### config.mk
export PLATFORM = sky130hd
export DESIGN_NAME = conv_operand_feeder_flat
export DESIGN_NICKNAME = d
export VERILOG_FILES = /design/src/rtl/conv_operand_feeder_pkg.sv /design/src/rtl/conv_operand_feeder_if.sv /design/src/rtl/conv_window_counter.sv /design/src/rtl/conv_operand_feeder.sv /design/src/flat_wrapper.sv
export SDC_FILE = /design/constraint.sdc
export NUM_CORES = 1
export LEC_CHECK = 0
export CORE_ASPECT_RATIO = 1.25
export CORE_MARGIN = 2
export CORE_UTILIZATION = 50
export DETAILED_ROUTE_END_ITERATION = 7
export HOLD_SLACK_MARGIN = 0.06
export PLACE_DENSITY = 0.7
export SETUP_SLACK_MARGIN = 0.4
export SLEW_MARGIN = 20
export SYNTH_ARGS = -nofsm -noshare
export SYNTH_HDL_FRONTEND = slang
export SYNTH_SLANG_ARGS = --single-unit
export TNS_END_PERCENT = 50
### constraint.sdc
create_clock -name clk -period 7.9 [get_ports clk]
set_clock_uncertainty 0.15 [all_clocks]
set_input_delay 1.58 -clock clk [delete_from_list [all_inputs] [get_ports clk]]
set_output_delay 1.58 -clock clk [all_outputs]
set_load 0.05 [all_outputs]
### src/rtl/conv_operand_feeder_pkg.sv
// Shared constants and FSM encoding for the convolution operand feeder
// and the accumulator that consumes its operand stream.
package conv_operand_feeder_pkg;

   localparam int CONV_DW    = 8;
   localparam int CONV_IMG_W = 4;
   localparam int CONV_KER   = 3;
   localparam int CONV_OUT_W = CONV_IMG_W - CONV_KER + 1;
   localparam int CONV_AW    = 5;   // load address width on the bus
   localparam int CONV_IDX_W = 2;   // output pixel index width on the bus

   typedef enum logic [1:0] {
      ST_IDLE = 2'd0,
      ST_RUN  = 2'd1,
      ST_FIN  = 2'd2
   } conv_state_e;

   // Index width for n entries, never narrower than one bit.
   function automatic int clog2_min1(input int n);
      return (n <= 1) ? 1 : $clog2(n);
   endfunction

endpackage

### src/rtl/conv_operand_feeder_if.sv
// Load/control bus and operand stream of the convolution operand feeder.
// master = the side that loads memories and starts passes,
// slave  = the feeder itself.
interface conv_operand_feeder_if
   import conv_operand_feeder_pkg::*;
#(
   parameter int DW    = CONV_DW,
   parameter int IDX_W = CONV_IDX_W
);

   logic               ld_en;
   logic               ld_sel;
   logic [CONV_AW-1:0] ld_addr;
   logic [DW-1:0]      ld_data;
   logic               start;

   logic [DW-1:0]      mul_a;
   logic [DW-1:0]      mul_b;
   logic               op_valid;
   logic               op_first;
   logic               op_last;
   logic [IDX_W-1:0]   out_idx;
   logic               busy;
   logic               done;

   modport master (
      output ld_en, ld_sel, ld_addr, ld_data, start,
      input  mul_a, mul_b, op_valid, op_first, op_last, out_idx, busy, done
   );

   modport slave (
      input  ld_en, ld_sel, ld_addr, ld_data, start,
      output mul_a, mul_b, op_valid, op_first, op_last, out_idx, busy, done
   );

endinterface

### src/rtl/conv_window_counter.sv
// Nested window counters: kernel column (kc) inside kernel row (kr) form the
// tap, inside output column (ocol), inside output row (orow). The next
// position is exported so the feeder can register the operand pair for it
// in the same edge the counters move.
module conv_window_counter
   import conv_operand_feeder_pkg::*;
#(
   parameter  int KER   = CONV_KER,
   parameter  int OUT_W = CONV_OUT_W,
   localparam int KW    = clog2_min1(KER),
   localparam int OW    = clog2_min1(OUT_W)
) (
   input  logic          clk,
   input  logic          rst,
   input  logic          clr,        // return to the first position
   input  logic          adv,        // step to the following position
   output logic [KW-1:0] nxt_kr,
   output logic [KW-1:0] nxt_kc,
   output logic [OW-1:0] nxt_orow,
   output logic [OW-1:0] nxt_ocol,
   output logic          nxt_first,  // next position is tap 0 of a group
   output logic          nxt_last,   // next position is the final tap
   output logic          pass_end    // current position is the final pair
);

   localparam logic [KW-1:0] KMAX = KW'(KER - 1);
   localparam logic [OW-1:0] OMAX = OW'(OUT_W - 1);

   logic [KW-1:0] kr, kc;
   logic [OW-1:0] orow, ocol;
   logic          tap_wrap, col_wrap;

   assign tap_wrap = (kr == KMAX) && (kc == KMAX);
   assign col_wrap = tap_wrap && (ocol == OMAX);
   assign pass_end = col_wrap && (orow == OMAX);

   // Compute the position the counters take at the next edge.
   always_comb begin
      // NOTE: every output gets a default first so no path leaves one unassigned and a latch cannot be inferred.
      nxt_kr   = kr;
      nxt_kc   = kc;
      nxt_orow = orow;
      nxt_ocol = ocol;
      if (clr) begin
         nxt_kr   = '0;
         nxt_kc   = '0;
         nxt_orow = '0;
         nxt_ocol = '0;
      end else if (adv) begin
         if (kc != KMAX) begin
            nxt_kc = kc + 1'b1;
         end else begin
            nxt_kc = '0;
            if (kr != KMAX) begin
               nxt_kr = kr + 1'b1;
            end else begin
               nxt_kr = '0;
               if (ocol != OMAX) begin
                  nxt_ocol = ocol + 1'b1;
               end else begin
                  nxt_ocol = '0;
                  nxt_orow = (orow != OMAX) ? orow + 1'b1 : '0;
               end
            end
         end
      end
   end

   assign nxt_first = (nxt_kr == '0) && (nxt_kc == '0);
   assign nxt_last  = (nxt_kr == KMAX) && (nxt_kc == KMAX);

   // Hold the current window position.
   always_ff @(posedge clk or posedge rst) begin
      if (rst) begin
         kr   <= '0;
         kc   <= '0;
         orow <= '0;
         ocol <= '0;
      end else begin
         // NOTE: <= makes every flop sample pre-edge values, independent of statement order.
         kr   <= nxt_kr;
         kc   <= nxt_kc;
         orow <= nxt_orow;
         ocol <= nxt_ocol;
      end
   end

endmodule

### src/rtl/conv_operand_feeder.sv
// Convolution operand feeder: holds a square image and kernel loaded byte by
// byte, then on start streams every (image, kernel) pair of a valid
// convolution one per cycle with no gaps, because the downstream accumulator
// groups purely by counting taps.
module conv_operand_feeder
   import conv_operand_feeder_pkg::*;
#(
   parameter int DW    = CONV_DW,
   parameter int IMG_W = CONV_IMG_W,
   parameter int KER   = CONV_KER
) (
   input  logic                clk,
   input  logic                rst,
   conv_operand_feeder_if.slave bus
);

   localparam int OUT_W  = IMG_W - KER + 1;
   localparam int IMG_N  = IMG_W * IMG_W;
   localparam int KER_N  = KER * KER;
   localparam int IMG_AW = clog2_min1(IMG_N);
   localparam int KER_AW = clog2_min1(KER_N);
   localparam int KW     = clog2_min1(KER);
   localparam int OW     = clog2_min1(OUT_W);
   localparam int IDX_W  = clog2_min1(OUT_W * OUT_W);

   conv_state_e state;

   logic [DW-1:0] img_mem [IMG_N];
   logic [DW-1:0] ker_mem [KER_N];

   logic [KW-1:0]     nxt_kr, nxt_kc;
   logic [OW-1:0]     nxt_orow, nxt_ocol;
   logic              nxt_first, nxt_last, pass_end;
   logic              clr, adv, issue;
   logic [IMG_AW-1:0] img_addr;
   logic [KER_AW-1:0] ker_addr;

   logic [DW-1:0]     mul_a_q, mul_b_q;
   logic              valid_q, first_q, last_q, busy_q, done_q;
   logic [IDX_W-1:0]  idx_q;

   // Counters rest at the first position outside a pass and step while
   // pairs remain; after the final pair they return to zero.
   assign adv   = (state == ST_RUN) && !pass_end;
   assign clr   = (state != ST_RUN) || pass_end;
   assign issue = ((state == ST_IDLE) && bus.start) || adv;

   conv_window_counter #(
      .KER   (KER),
      .OUT_W (OUT_W)
   ) u_cnt (
      .clk       (clk),
      .rst       (rst),
      .clr       (clr),
      .adv       (adv),
      .nxt_kr    (nxt_kr),
      .nxt_kc    (nxt_kc),
      .nxt_orow  (nxt_orow),
      .nxt_ocol  (nxt_ocol),
      .nxt_first (nxt_first),
      .nxt_last  (nxt_last),
      .pass_end  (pass_end)
   );

   assign img_addr = IMG_AW'((int'(nxt_orow) + int'(nxt_kr)) * IMG_W
                             + int'(nxt_ocol) + int'(nxt_kc));
   assign ker_addr = KER_AW'(int'(nxt_kr) * KER + int'(nxt_kc));

   // Byte loads land only while idle; addresses past the selected memory are dropped.
   always_ff @(posedge clk or posedge rst) begin
      if (rst) begin
         // NOTE: the operand memories are cleared with the control state so a reset never leaves stale operands.
         for (int i = 0; i < IMG_N; i++) img_mem[i] <= '0;
         for (int i = 0; i < KER_N; i++) ker_mem[i] <= '0;
      end else if ((state == ST_IDLE) && bus.ld_en) begin
         if (!bus.ld_sel && (int'(bus.ld_addr) < IMG_N))
            img_mem[bus.ld_addr[IMG_AW-1:0]] <= bus.ld_data;
         else if (bus.ld_sel && (int'(bus.ld_addr) < KER_N))
            ker_mem[bus.ld_addr[KER_AW-1:0]] <= bus.ld_data;
      end
   end

   // Pass sequencing plus the registered operand pair and status outputs.
   always_ff @(posedge clk or posedge rst) begin
      if (rst) begin
         state   <= ST_IDLE;
         busy_q  <= 1'b0;
         done_q  <= 1'b0;
         valid_q <= 1'b0;
         first_q <= 1'b0;
         last_q  <= 1'b0;
         idx_q   <= '0;
         mul_a_q <= '0;
         mul_b_q <= '0;
      end else begin
         case (state)
            ST_IDLE: begin
               done_q <= 1'b0;
               if (bus.start) begin
                  state  <= ST_RUN;
                  busy_q <= 1'b1;
               end
            end
            ST_RUN: begin
               if (pass_end) begin
                  state  <= ST_FIN;
                  done_q <= 1'b1;
               end
            end
            ST_FIN: begin
               state  <= ST_IDLE;
               busy_q <= 1'b0;
               done_q <= 1'b0;
            end
            default: begin
               state  <= ST_IDLE;
               busy_q <= 1'b0;
               done_q <= 1'b0;
            end
         endcase

         if (issue) begin
            valid_q <= 1'b1;
            first_q <= nxt_first;
            last_q  <= nxt_last;
            idx_q   <= IDX_W'(int'(nxt_orow) * OUT_W + int'(nxt_ocol));
            mul_a_q <= img_mem[img_addr];
            mul_b_q <= ker_mem[ker_addr];
         end else begin
            valid_q <= 1'b0;
            first_q <= 1'b0;
            last_q  <= 1'b0;
            idx_q   <= '0;
            mul_a_q <= '0;
            mul_b_q <= '0;
         end
      end
   end

   assign bus.mul_a    = mul_a_q;
   assign bus.mul_b    = mul_b_q;
   assign bus.op_valid = valid_q;
   assign bus.op_first = first_q;
   assign bus.op_last  = last_q;
   assign bus.out_idx  = idx_q;
   assign bus.busy     = busy_q;
   assign bus.done     = done_q;

endmodule
### src/flat_wrapper.sv
// flat-port wrapper written by rule: the top's interface ports become plain ports
module conv_operand_feeder_flat import conv_operand_feeder_pkg::*;
#(
   parameter int DW    = CONV_DW,
   parameter int IMG_W = CONV_IMG_W,
   parameter int KER   = CONV_KER
)
  (clk, rst, bus_ld_en, bus_ld_sel, bus_ld_addr, bus_ld_data, bus_start, bus_mul_a, bus_mul_b, bus_op_valid, bus_op_first, bus_op_last, bus_out_idx, bus_busy, bus_done);
  conv_operand_feeder_if #(.DW(DW)) bus_i ();
  input  logic clk;
  input  logic rst;
  input wire logic [$bits(bus_i.ld_en)-1:0] bus_ld_en;
  input wire logic [$bits(bus_i.ld_sel)-1:0] bus_ld_sel;
  input wire logic [$bits(bus_i.ld_addr)-1:0] bus_ld_addr;
  input wire logic [$bits(bus_i.ld_data)-1:0] bus_ld_data;
  input wire logic [$bits(bus_i.start)-1:0] bus_start;
  output wire logic [$bits(bus_i.mul_a)-1:0] bus_mul_a;
  output wire logic [$bits(bus_i.mul_b)-1:0] bus_mul_b;
  output wire logic [$bits(bus_i.op_valid)-1:0] bus_op_valid;
  output wire logic [$bits(bus_i.op_first)-1:0] bus_op_first;
  output wire logic [$bits(bus_i.op_last)-1:0] bus_op_last;
  output wire logic [$bits(bus_i.out_idx)-1:0] bus_out_idx;
  output wire logic [$bits(bus_i.busy)-1:0] bus_busy;
  output wire logic [$bits(bus_i.done)-1:0] bus_done;
  assign bus_i.ld_en = bus_ld_en;
  assign bus_i.ld_sel = bus_ld_sel;
  assign bus_i.ld_addr = bus_ld_addr;
  assign bus_i.ld_data = bus_ld_data;
  assign bus_i.start = bus_start;
  assign bus_mul_a = bus_i.mul_a;
  assign bus_mul_b = bus_i.mul_b;
  assign bus_op_valid = bus_i.op_valid;
  assign bus_op_first = bus_i.op_first;
  assign bus_op_last = bus_i.op_last;
  assign bus_out_idx = bus_i.out_idx;
  assign bus_busy = bus_i.busy;
  assign bus_done = bus_i.done;
  conv_operand_feeder #(.DW(DW), .IMG_W(IMG_W), .KER(KER)) u_core (.clk(clk), .rst(rst), .bus(bus_i));
endmodule
; Word-level counts from Yosys, hierarchy flattened
; Index checks and enable logic that the tools add are counted.
[totals]
ram_bits = 0
latchBits = 0
ff_bits = 231
romBits = 0
n_memories = 0
inputBits = 18
output_inout_bits = 23
[classes]
n_lt_le_gt_ge = 6
mux = 41
n_reduce_logical = 22
shifts = 0
add_sub_neg = 9
div = 0
eq_ne = 10
n_mul = 1
bitwise_logic = 5
[ops]
columns = op, count
row1 = bitwise mux 128 bit, 1
row2 = bitwise mux 72 bit, 1
row3 = binary-select mux 8 bit (select 4 bit), 2
row4 = 2-to-1 mux 8 bit, 7
row5 = demux 8 bit (select 4 bit), 1
row6 = 2-to-1 mux 2 bit, 10
row7 = 2-to-1 mux 1 bit, 17
row8 = greater-or-equal comparator 5 bit (second input constant), 3
row9 = inverter 4 -> 5 bit, 3
row10 = logical AND 1 bit, 11
row11 = adder 4 x 3 -> 4 bit, 2
row12 = == test 2 bit (second input constant), 4
row13 = zero test 2 bit, 3
row14 = != test 2 bit (second input constant), 3
row15 = AND reduction 2 bit, 3
row16 = < comparator 5 x 1 -> 1 bit (second input constant), 1
row17 = < comparator 5 x 4 -> 1 bit (second input constant), 1
row18 = < comparator 5 bit (second input constant), 1
row19 = adder 2 x 1 -> 2 bit (second input constant), 2
row20 = adder 4 x 2 -> 4 bit, 1
row21 = multiplier 2 x 2 -> 4 bit (second input constant), 1
row22 = != test 2 x 1 -> 1 bit (second input constant), 2
row23 = case mux 2 bit (2 select lines), 1
row24 = AND reduction 3 bit, 1
row25 = 8 further kinds, 12

; Logic depth before layout (Yosys ltp)
; Gate-level depths: netlist of the first run.
[logic_depth]
word_depth = 16
mapped_depth = 15
depth_no_buf = 13

; Hierarchy
; A second synthesis of the first run with hierarchy kept.
[hier_totals]
cells_unflattened = 764
hier_area_um2 = 10543.9
[modules_own_cells]
columns = mod, seq_area_each_um2, area_each_um2, n_inst, cells_per_inst
row1 = conv_operand_feeder, 5630.4, 10179.8, 1, 725
row2 = conv_window_counter, 150.1, 364.1, 1, 39

; Worst setup path after synthesis of the first run
; OpenSTA, ideal clock, no wires.
[synth_timing]
path_kind = reg2reg
startpoint = register u_core.u_cnt.kc[0]
endpoint = register u_core.mul_b_q[0], in the netlist u_core.bus.mul_b[0]
t_arrival_ps = 3681
required_ps = 7614
stages_incl_launch_ff = 15
setup_time_ps = 136
setup_slack_ps = 3933
synth_period_minus_slack_ps = 3967
cell_sequence = dfrtp_1 nand2b_1 or3b_1 a21oi_2 inv_1 fa_1 inv_1 ha_1 inv_1 fa_1 buf_2 clkbuf_1 mux4_2 o211ai_1 a21oi_1
[synth_via]
elab_chain_len = 15
word_cells_on_any_way = 23
[synth_rtl]
columns = item, line
row1 = "start, declared", conv_window_counter.sv:29  ; logic [KW-1:0] kr, kc;
row2 = "start signal, assigned", conv_window_counter.sv:82  ; kc <= nxt_kc;
row3 = == test 2 bit, conv_window_counter.sv:33  ; assign tap_wrap = (kr == KMAX) && (kc == KMAX);
row4 = logical AND 1 bit, conv_window_counter.sv:33
row5 = logical AND 1 bit, conv_window_counter.sv:34  ; assign col_wrap = tap_wrap && (ocol == OMAX);
row6 = logical AND 1 bit, conv_window_counter.sv:35  ; assign pass_end = col_wrap && (orow == OMAX);
row7 = zero test 1 bit, conv_operand_feeder.sv:44  ; assign adv = (state == ST_RUN) && !pass_end;
row8 = logical AND 1 bit, conv_operand_feeder.sv:44
row9 = 2-to-1 mux 2 bit, conv_window_counter.sv:49  ; end else if (adv) begin
row10 = 2-to-1 mux 2 bit (*), conv_window_counter.sv:44  ; if (clr) begin
row11 = named net u_core.nxt_kr[1], conv_operand_feeder.sv:31  ; logic [KW-1:0] nxt_kr, nxt_kc;
row12 = multiplier 2 x 2 -> 4 bit (*), conv_operand_feeder.sv:67  ; assign ker_addr = KER_AW'(int'(nxt_kr) * KER + int'(nxt_kc));
row13 = adder 4 x 3 -> 4 bit (*), conv_operand_feeder.sv:67
row14 = inverter 4 -> 5 bit (implied by the code) (*), conv_operand_feeder.sv:128  ; mul_b_q <= ker_mem[ker_addr];
row15 = binary-select mux 8 bit (select 4 bit) (*), conv_operand_feeder.sv:128
row16 = 2-to-1 mux 8 bit (implied by the code) (*) (2 in series), conv_operand_feeder.sv:128
row17 = 2-to-1 mux 8 bit (*), conv_operand_feeder.sv:122  ; if (issue) begin
row18 = "end signal, assigned", conv_operand_feeder.sv:128
row19 = "end, declared", conv_operand_feeder.sv:38  ; logic [DW-1:0] mul_a_q, mul_b_q;
; Mark *: on every way through the listed nets, which the timed path passes. The rest lies on a longest branch. The select of a mux whose other input is x is not followed.
; A chain may end at the register's enable or synchronous reset.

; Worst setup path in the final report of the first run
[layout_timing]
startpoint = register u_core.u_cnt.kc[0]
endpoint = register u_core.mul_b_q[6], in the netlist u_core.bus.mul_b[6]
; Same word-level chain as after synthesis.

==> metrics, run 1 <==
cells taking the most area after synthesis=dfrtp_1, mux2_2, mux2i_1; most common cell in the netlist=dfrtp_1; Clock transition at path regs=0.06 ns; Die H=about 170 um; I/O pin count=41; combinational share of power=a little over two fifths; vias=approximately 6000; layout cells sized above 1=about two fifths; Synth Instances=~730; GRT Total Usage=~21%; total grt overflow=0; cell type with the largest total area after synthesis=dfrtp_1; post-route cell area=11920 um^2; Synth Net Count=roughly 760; Worst Hold Margin=0.3500 ns; Final Setup Violations=0; Avg WL per Cell=about 21 um; Port Buffers=40; worst hold path class=flop to flop; Routed WL=roughly 22000 um; max-slew violations=0; postcts setup bufs=0; first-pass GRT wire length=about 36000 um; Resize count post-CTS=0; nets@finish=783; DR iter-0 viols=around 380; Unique masters post-synth=47; Peak VDD IR=between 0.3 and 0.4 mV; CTS buffer count=24; post-layout min period=roughly 4.3 ns; crit path max fanout=25; clk_lat worst skew=roughly 0.51 ns; pin count of the biggest net entering global routing=86; Initial Util=roughly 51%; number of synthesized flops with an enable pin=0; Max-Cap Viols=0; ys flop type=dfrtp_1; initial antenna violation count=0; Setup WS post-layout=3.578 ns; GP Congestion=around 0.78; tightest slew margin relative to the limit=21.77%; sequential share of the synthesized area=between 50% and 60%; Die Area=approximately 22000 um^2; final cell count without fillers=~1000; NetSw=about 1.6 mW; switching part of the total=between 30 and 40%; Fin. Hold Viols=0; Die Span X=133.9 um; Lkg Pwr=~5.8 nW; Overall Power=~4.2 mW; Ant. Diodes=0; RSZ-0062 raised after global routing=false; CTS sink cnt=around 230; CP Data Required Time=~8 ns; H-tree depth=1; placed insts=1004; top-area cell type share of the netlist area=a little over half; netlist area before placement=10550 um^2; core area=approximately 21000 um^2; detailed placement HPWL=14820 um; number of synthesized register bits=229; area grow syn2layout=13.03%; final core utilization=between 50% and 60%; Final ANT Viol Nets=0; setup_tns=0 ns; # hold bufs at CTS=0; Filler cells=1627; pre-CTS setup slack=between 3 and 4 ns; Critical Path Source Type=flop; Multi-input gate area=4579 um^2; clock buffer depth=3; pwr/cell area=approximately 350 nW/um^2; CP Class=flop to flop; Clock Power Share=between 20% and 30%; Cell Int Power=2.666 mW; first-pass iteration count of the detailed router=4; Synth top cells by count=dfrtp_1, mux2_2, mux2i_1; critical path endpoint category=flop; achievable frequency=0.2314 GHz; vias in the first global route=6488; dpl cell area=~11000 um^2; WP data arrival=4.59 ns; DRC viols=0; Sequential Area=5731 um^2; Vias/cell=approximately 5.8; fin crit share=between 50% and 60%; clock root cell=clkbuf_16; status=finished clean; Row Count=slightly below 60; sequential power share=~30%; Synth Warn #=0; CTS tree=built; Async SR Flop Fraction=100.0%; Slew @ Worst Pin=1.170 ns; Post-Syn Area per Cell=between 10 and 15 um^2
-- power groups by stage --
stage | clock network (mW) | registers, mW | logic (mW)
after CTS | 1.13 | 1.27 | 1.86
after detailed placement | 0 | 1.29 | 1.84
final | 1.11 | 1.27 | 1.85
after global routing | 1.18 | 1.28 | 1.99
after global placement | 0 | 1.29 | 1.81
after floorplan | 0 | 1.40 | 1.34
-- cells in the final DEF, fill, tap and decap left out, drive strengths merged, types with 5 or more instances in the layout --
cell           count
nor2              26
nand3             11
nor2b              5
o211ai             8
nand2             30
buf                7
a22oi             24
clkdlybuf4s50     39
mux4              24
inv               10
nor3               6
mux2             208
ha                 7
dfrtp            229
mux2i             57
clkbuf            37
a21oi             10
xnor2              5
-- metal layers --
metal  vias to the layer above  global-route usage, %  share of wire (%)
li1                       2687                      -                  -
met2                       122                  34.47                 50
met4                         0                  5.319                1.9
met3                        28                  2.442                3.3
met5                         -                      0                  0
met1                      3171                  29.02                 45
-- logic make-up (layout without fill, tap and decap cells) --
group,count (synthesis),count (layout),synth area share [%]
mux,289,289,32.75
fa+ha+maj,9,9,1.210
xor+xnor,6,6,0.5696
buf+inv,55,97,2.302
flops,229,229,54.34
simple gates,97,97,5.992
compound gates,43,43,2.836
-- worst paths after layout --
path | start | to | slack, ns | cells past startpoint
worst max-delay path | u_core.u_cnt.kc[0]$_DFF_PP0_ | u_core.bus.mul_b[6]$_DFF_PP0_ | 3.58 | 13
worst min-delay path | u_core.img_mem[119]$_DFFE_PP0P_ | u_core.img_mem[119]$_DFFE_PP0P_ | 0.35 | 1
worst max register to register | u_core.u_cnt.kc[0]$_DFF_PP0_ | u_core.bus.mul_b[6]$_DFF_PP0_ | 3.58 | 13
worst min register to register | u_core.img_mem[119]$_DFFE_PP0P_ | u_core.img_mem[119]$_DFFE_PP0P_ | 0.35 | 1
max in group asynchronous | rst | u_core.img_mem[107]$_DFFE_PP0P_ | 5.27 | 3
min in group asynchronous | rst | u_core.u_cnt.kc[1]$_DFF_PP0_ | 1.20 | 2
-- critical path, stage by stage (launching register included) --
cell and delay (ns):
dfrtp_1 0.42, nand2b_1 0.20, or3b_1 0.39, a21oi_2 0.27, inv_1 0.17, fa_1 0.53, inv_1 0.08, ha_1 0.15
inv_1 0.05, fa_1 0.47, buf_4 0.36, nor4b_2 0.70, nand2_1 0.11, a21oi_1 0.17
-- cell type report --
type	count	area share [%]
Clock buffer	37	6.131
Clock inverter	3	0.3884
Inverter	11	0.3779
Multi-Input combinational cell	444	38.42
Sequential cell	229	48.08
Tap cell	274	2.876
Timing Repair Buffer	46	3.727
-- registers in the layout (all words and copies together) (netlist names) --
| name | count |
|---|---|
| u_core.ker_mem | 72 |
| u_core.bus.mul_b | 8 |
| u_core.bus.out_idx | 2 |
| u_core.bus.op_valid | 1 |
| u_core.img_mem | 128 |
| u_core.bus.mul_a | 8 |
| u_core.state | 2 |
| u_core.bus.op_first | 1 |
| u_core.bus.op_last | 1 |
| u_core.bus.busy | 1 |
| u_core.bus.done | 1 |
| u_core.u_cnt.kr | 2 |
| u_core.u_cnt.kc | 2 |
Note: power is estimated with default switching activity, not from simulation.
==> inputs of run 2 (changes only) <==
--- a/config.mk
+++ b/config.mk
@@ -10,7 +10,7 @@
 export CORE_UTILIZATION = 50
 export DETAILED_ROUTE_END_ITERATION = 7
 export HOLD_SLACK_MARGIN = 0.06
-export PLACE_DENSITY = 0.7
+export PLACE_DENSITY = 0.67
 export SETUP_SLACK_MARGIN = 0.4
 export SLEW_MARGIN = 20
 export SYNTH_ARGS = -nofsm -noshare
==> constraint.sdc (replaced) <==
create_clock -name clk -period 4.2 [get_ports clk]
set_clock_uncertainty 0.15 [all_clocks]
set_input_delay 0.84 -clock clk [delete_from_list [all_inputs] [get_ports clk]]
set_output_delay 0.84 -clock clk [all_outputs]
set_load 0.05 [all_outputs]
==> run 2 against run 1 <==
Net effect: die area is the same; design area grew 1.6%; register-to-register slack lost 3.0 ns; first-iteration DRC count shrank 27%; sequential cell count is the same; critical path type unchanged; critical endpoint is now u_core.bus.mul_b[2]$_DFF_PP0_; highest routed layer unchanged.
==> metrics, run 2 (same netlist as run 1, synthesis figures left out) <==
dpl cell area=~11000 um^2; Initial Util=between 50% and 60%; total grt overflow=0; GP Congestion=0.8229; Overall Power=about 8.3 mW; R2R cell count=13; DR iter-0 viols=277; vias in the first global route=6561; I/O pin count=just over 40; clock root cell=clkbuf_16; layout cells sized above 1=about 42%; first-pass iteration count of the detailed router=5; core area=20740 um^2; Avg WL per Cell=21.98 um; worst hold path class=flop to flop; nets@finish=791; Hold Path Depth=1; Lkg Pwr=5.886 nW; Peak VDD IR=~1.1 mV; Reg2Reg Setup Slack=about 0.55 ns; clk_lat worst skew=roughly 0.51 ns; pwr/cell area=around 700 nW/um^2; area grow syn2layout=14.80%; tightest slew margin relative to the limit=24.44%; achievable frequency=between 0.2 and 0.3 GHz; CP Class=flop to flop; Fin. Hold Viols=0; WHS Endpoint=u_core.img_mem[119]$_DFFE_PP0P_; clock buffer depth=3; status=finished clean; CP Data Required Time=4.40 ns; max-slew violations=0; Filler cells=approximately 1600; post-route cell area=between 10000 and 15000 um^2; fin crit share=approximately 87%; Routed WL=between 20000 and 25000 um; CTS buffer count=24; RSZ-0062 raised after global routing=false; CTS sink cnt=around 230; Die Area=between 20000 and 25000 um^2; vias=about 6100; commonest non-fill, non-tap cell in the layout=dfrtp_1; critical path endpoint category=flop; H-tree depth=1; # hold bufs at CTS=0; Die H=roughly 170 um; WP data arrival=~3.9 ns; R2R Path End=u_core.bus.mul_b[2]$_DFF_PP0_; Row Count=59; Critical Path Source Type=flop; Final Setup Violations=0; largest registers=u_core.img_mem: 128 flops, u_core.ker_mem: 72 flops; Final ANT Viol Nets=0; Die Span X=133.9 um; most frequent cells in the layout=dfrtp_1, mux2_2, mux2i_1; Worst Hold Margin=approximately 0.34 ns; first-pass GRT wire length=about 37000 um; detailed placement HPWL=15300 um; GRT Total Usage=between 20% and 30%; Clock transition at path regs=~0.06 ns; crit path max fanout=12; Ant. Diodes=0; CTS tree=built; Max-Cap Viols=0; pin count of the biggest net entering global routing=approximately 200; worst min-delay path startpoint=u_core.img_mem[119]$_DFFE_PP0P_; Slew @ Worst Pin=roughly 1.1 ns; Crit Reg-Reg Startpoint=u_core.u_cnt.kc[0]$_DFF_PP0_; DRC viols=0; initial antenna violation count=0; post-layout min period=3.651 ns; setup_tns=0 ns; Biggest register=u_core.img_mem; Vias/cell=5.757; Port Buffers=40; max reg flops=around 130
==> run 2: cell types whose count changed in the layout (fill, tap and decap cells not counted), moves of 2 or more <==
cell	previous run	this run
buf_12	0	3
clkbuf_1	6	0
clkinv_2	1	8
buf_4	5	9
clkinvlp_4	1	6
clkbuf_8	6	4
==> run 2: critical path: stages, from the launching register on <==
cell and delay (ns):
dfrtp_1 0.37, nand2b_4 0.15, or3b_1 0.36, a21oi_2 0.16, inv_1 0.13, fa_1 0.53, inv_1 0.08, ha_2 0.15
inv_1 0.04, fa_2 0.60, clkbuf_16 0.21, mux4_2 0.31, o211ai_1 0.17, a21oi_1 0.08
==> run 2: per-layer routing <==
metal	vias to the layer above	GRT usage, %	share of wire, %
li1	2726	-	-
met1	3201	30.08	44
met2	125	36.32	50
met3	27	2.839	3.9
met4	0	4.672	1.6
met5	-	0	0
==> run 2: power breakdown <==
part,total [mW],switching [mW],leakage [nW],internal [mW]
logic,3.73,2.09,2.33,1.64
registers,2.40,0.0619,3.15,2.34
clock network,2.15,0.867,0.397,1.28
==> run 2: how the worst max path moves through the flow <==
| stage | to | cells after the start | start |
|---|---|---|---|
| 2_1_floorplan | u_core.bus.busy$_DFFE_PP0P_ | 1 | rst |
| 3_3_place_gp | u_core.bus.mul_b[4]$_DFF_PP0_ | 13 | u_core.u_cnt.kc[0]$_DFF_PP0_ |
| 3_5_place_dp | u_core.bus.mul_b[5]$_DFF_PP0_ | 10 | u_core.u_cnt.kc[0]$_DFF_PP0_ |
| 4_1_cts | u_core.bus.mul_b[5]$_DFF_PP0_ | 10 | u_core.u_cnt.kc[0]$_DFF_PP0_ |
| 5_1_grt | u_core.bus.mul_b[0]$_DFF_PP0_ | 13 | u_core.u_cnt.kc[0]$_DFF_PP0_ |
| 6_report | u_core.bus.mul_b[2]$_DFF_PP0_ | 13 | u_core.u_cnt.kc[0]$_DFF_PP0_ |
==> run 2: area by class of cell <==
cell class / instances / area, um^2 / share of cell area [%]
clock inverters: 15 / 137.6 / 1.137
repair buffers: 54 / 575.6 / 4.755
well taps: 274 / 342.8 / 2.832
multi-input cells: 444 / 4592 / 37.93
clock buffers: 29 / 680.7 / 5.623
inverters: 11 / 45.04 / 0.3721
flip-flops and latches: 229 / 5732 / 47.35
==> run 2: metrics by stage <==
step / util (%) / setup slack, ns / std cells
3_5_place_dp: 54.08 / 0.4397 / 1009
5_1_grt: 58.36 / 0.4056 / 1056
2_1_floorplan: - / 0.2160 / 728
6_report: 58.36 / 0.5488 / 1056
3_3_place_gp: 54.08 / 0.5586 / 1009
4_1_cts: 58.03 / 0.4156 / 1053
==> run 2: what timing repair did <==
item,in CTS,in global routing
endpoints found under the hold margin,0,0
resized for setup,0,4
endpoints found under the setup margin,0,8
setup buffers,0,1
==> inputs of run 3 (changes only) <==
--- a/config.mk
+++ b/config.mk
@@ -6,13 +6,12 @@
 export NUM_CORES = 1
 export LEC_CHECK = 0
 export CORE_ASPECT_RATIO = 1.25
-export CORE_MARGIN = 2
 export CORE_UTILIZATION = 50
 export DETAILED_ROUTE_END_ITERATION = 7
 export HOLD_SLACK_MARGIN = 0.06
 export PLACE_DENSITY = 0.67
 export SETUP_SLACK_MARGIN = 0.4
-export SLEW_MARGIN = 20
+export SLEW_MARGIN = 40
 export SYNTH_ARGS = -nofsm -noshare
 export SYNTH_HDL_FRONTEND = slang
 export SYNTH_SLANG_ARGS = --single-unit
==> run 3 against run 2 <==
Net effect: total power is 0.87% lower; clock-buffer cell count is 7 higher; sequential power hardly changed; worst hold slack better by 0.015 ns; global-route usage is 0.80 points higher; first-iteration DRC count is 12% lower; register-to-register slack better by 0.03 ns; via count is 0.46% higher; design area is 0.33% lower; sequential cell count stayed put; non-clock buffer count is 1 higher; critical path type unchanged.
==> metrics, run 3 (same netlist as run 1, synthesis figures left out) <==
vias=between 6000 and 7000; clk_lat worst skew=just over 0.5 ns; Top Family by Delay on Critical Path=adder cells; first-pass iteration count of the detailed router=4; H-tree depth=1; post-route cell area=between 10000 and 15000 um^2; nets@finish=roughly 790; Final Setup Violations=0; Reg2Reg Setup Slack=about 0.57 ns; worst hold path class=flop to flop; fin crit share=86.33%; largest registers=u_core.img_mem: 128 flops, u_core.ker_mem: 72 flops; Initial Util=between 50 and 60%; achievable frequency=between 0.2 and 0.3 GHz; pwr/cell area=slightly below 700 nW/um^2; most frequent cells in the layout=dfrtp_1, mux2_2, mux2i_1; WP data arrival=between 3 and 4 ns; commonest non-fill, non-tap cell in the layout=dfrtp_1; DR iter-0 viols=~240; CP Data Required Time=between 4 and 5 ns; setup_tns=0 ns; clock buffer depth=3; CTS sink cnt=~230; critical path endpoint category=flop; layout cells sized above 1=between 40% and 50%; crit path max fanout=13; Max-Cap Viols=0; RSZ-0062 raised after global routing=false; Die Area=between 20000 and 25000 um^2; Setup WS post-layout=approximately 0.57 ns; CP peak stage delay=0.60 ns; WP buf/inv=4; Die H=164.4 um; Vias/cell=just under 6; pre-CTS setup slack=~0.45 ns; DRC viols=0; Slew @ Worst Pin=0.7322 ns; first-pass GRT wire length=roughly 37000 um; slowest CP cell=fa_2; dpl cell area=approximately 11000 um^2; Clock transition at path regs=~0.060 ns; CTS tree=built; Critical Path Source Type=flop; status=finished clean; Fin. Hold Viols=0; Port Buffers=40; post-layout min period=~3.6 ns; Peak VDD IR=around 0.47 mV; Row Count=~60; clock root cell=clkbuf_16; Stages on worst setup path=13; Filler cells=between 1500 and 2000; area grow syn2layout=14.42%; vias in the first global route=roughly 6500; Overall Power=roughly 8.2 mW; total grt overflow=0; core area=about 21000 um^2; Biggest register=u_core.img_mem; Die Span X=about 130 um; crit-path cells=nand2b_4 -> or3b_1 -> a21oi_2 -> inv_2 -> fa_1 -> inv_1 -> ha_2 -> inv_1 -> fa_2 -> buf_12 -> mux4_2 -> o211ai_1 -> a21oi_1; CP Class=flop to flop; GP Congestion=around 0.82; Lkg Pwr=a little under 6 nW; I/O pin count=slightly above 40; Ant. Diodes=0; GRT Total Usage=between 20% and 30%; max-slew violations=0; max reg flops=~130; R2R cell count=13; initial antenna violation count=0; detailed placement HPWL=15390 um; Avg WL per Cell=between 20 and 25 um; Routed WL=23140 um; pin count of the biggest net entering global routing=154; crit-path most repeated cell=inv_1; CTS buffer count=24; Final ANT Viol Nets=0; tightest slew margin relative to the limit=51.09%; Hold Path Depth=1
==> run 3: where the power goes <==
| part | total, mW | internal, mW | leakage (nW) | switching (mW) |
|---|---|---|---|---|
| combinational | 3.67 | 1.62 | 2.34 | 2.04 |
| clock | 2.13 | 1.30 | 0.400 | 0.835 |
| sequential | 2.40 | 2.34 | 3.16 | 0.0637 |
==> run 3: cell type report <==
type	count	area, um^2	area share (%)
Tap cell	274	342.8	2.841
Clock buffer	36	716.9	5.942
Timing Repair Buffer	55	539.3	4.470
Sequential cell	229	5731	47.50
Clock inverter	7	88.84	0.7363
Inverter	11	45.04	0.3733
Multi-Input combinational cell	444	4602	38.14
==> run 3: metal layers <==
| layer | track usage (%) | vias up | wire (um) |
|---|---|---|---|
| li1 | - | 2702 | - |
| met1 | 29.96 | 3262 | 10240 |
| met2 | 38.00 | 98 | 11590 |
| met3 | 3.086 | 45 | 772 |
| met4 | 6.660 | 0 | 539 |
| met5 | 0 | - | 0 |
==> run 3: worst paths after layout <==
check | from | endpoint
worst min register to register | u_core.img_mem[113]$_DFFE_PP0P_ | u_core.img_mem[113]$_DFFE_PP0P_
min in group asynchronous | rst | u_core.img_mem[33]$_DFFE_PP0P_
worst max register to register | u_core.u_cnt.kc[0]$_DFF_PP0_ | u_core.bus.mul_b[0]$_DFF_PP0_
worst min-delay path | u_core.img_mem[113]$_DFFE_PP0P_ | u_core.img_mem[113]$_DFFE_PP0P_
worst max-delay path | u_core.u_cnt.kc[0]$_DFF_PP0_ | u_core.bus.mul_b[0]$_DFF_PP0_
max in group asynchronous | rst | u_core.img_mem[83]$_DFFE_PP0P_
==> run 3: worst register-to-register path: cells and delay by family (launching register included) <==
kind,cells,cell delay [ns]
AO/OA/AOI/OAI,3,0.46
adder cells (fa/ha/maj),3,1.24
buffers and inverters,4,0.38
flip-flops,1,0.40
multiplexers,1,0.32
AND/OR/NAND/NOR,2,0.53
==> run 3: timing repair <==
item | CTS | global route
resized for setup | 0 | 6
hold buffers | 0 | 0
setup buffers | 0 | 2
endpoints found under the setup margin | 0 | 8
==> run 3: per-stage QoR <==
step,instances,hold WS [ns],util [%]
final,1056,0.3497,58.16
after global placement,1009,0.3154,54.02
after floorplan,728,0.3024,-
after global routing,1056,0.3656,58.16
after CTS,1052,0.3541,57.80
after detailed placement,1009,0.3378,53.91
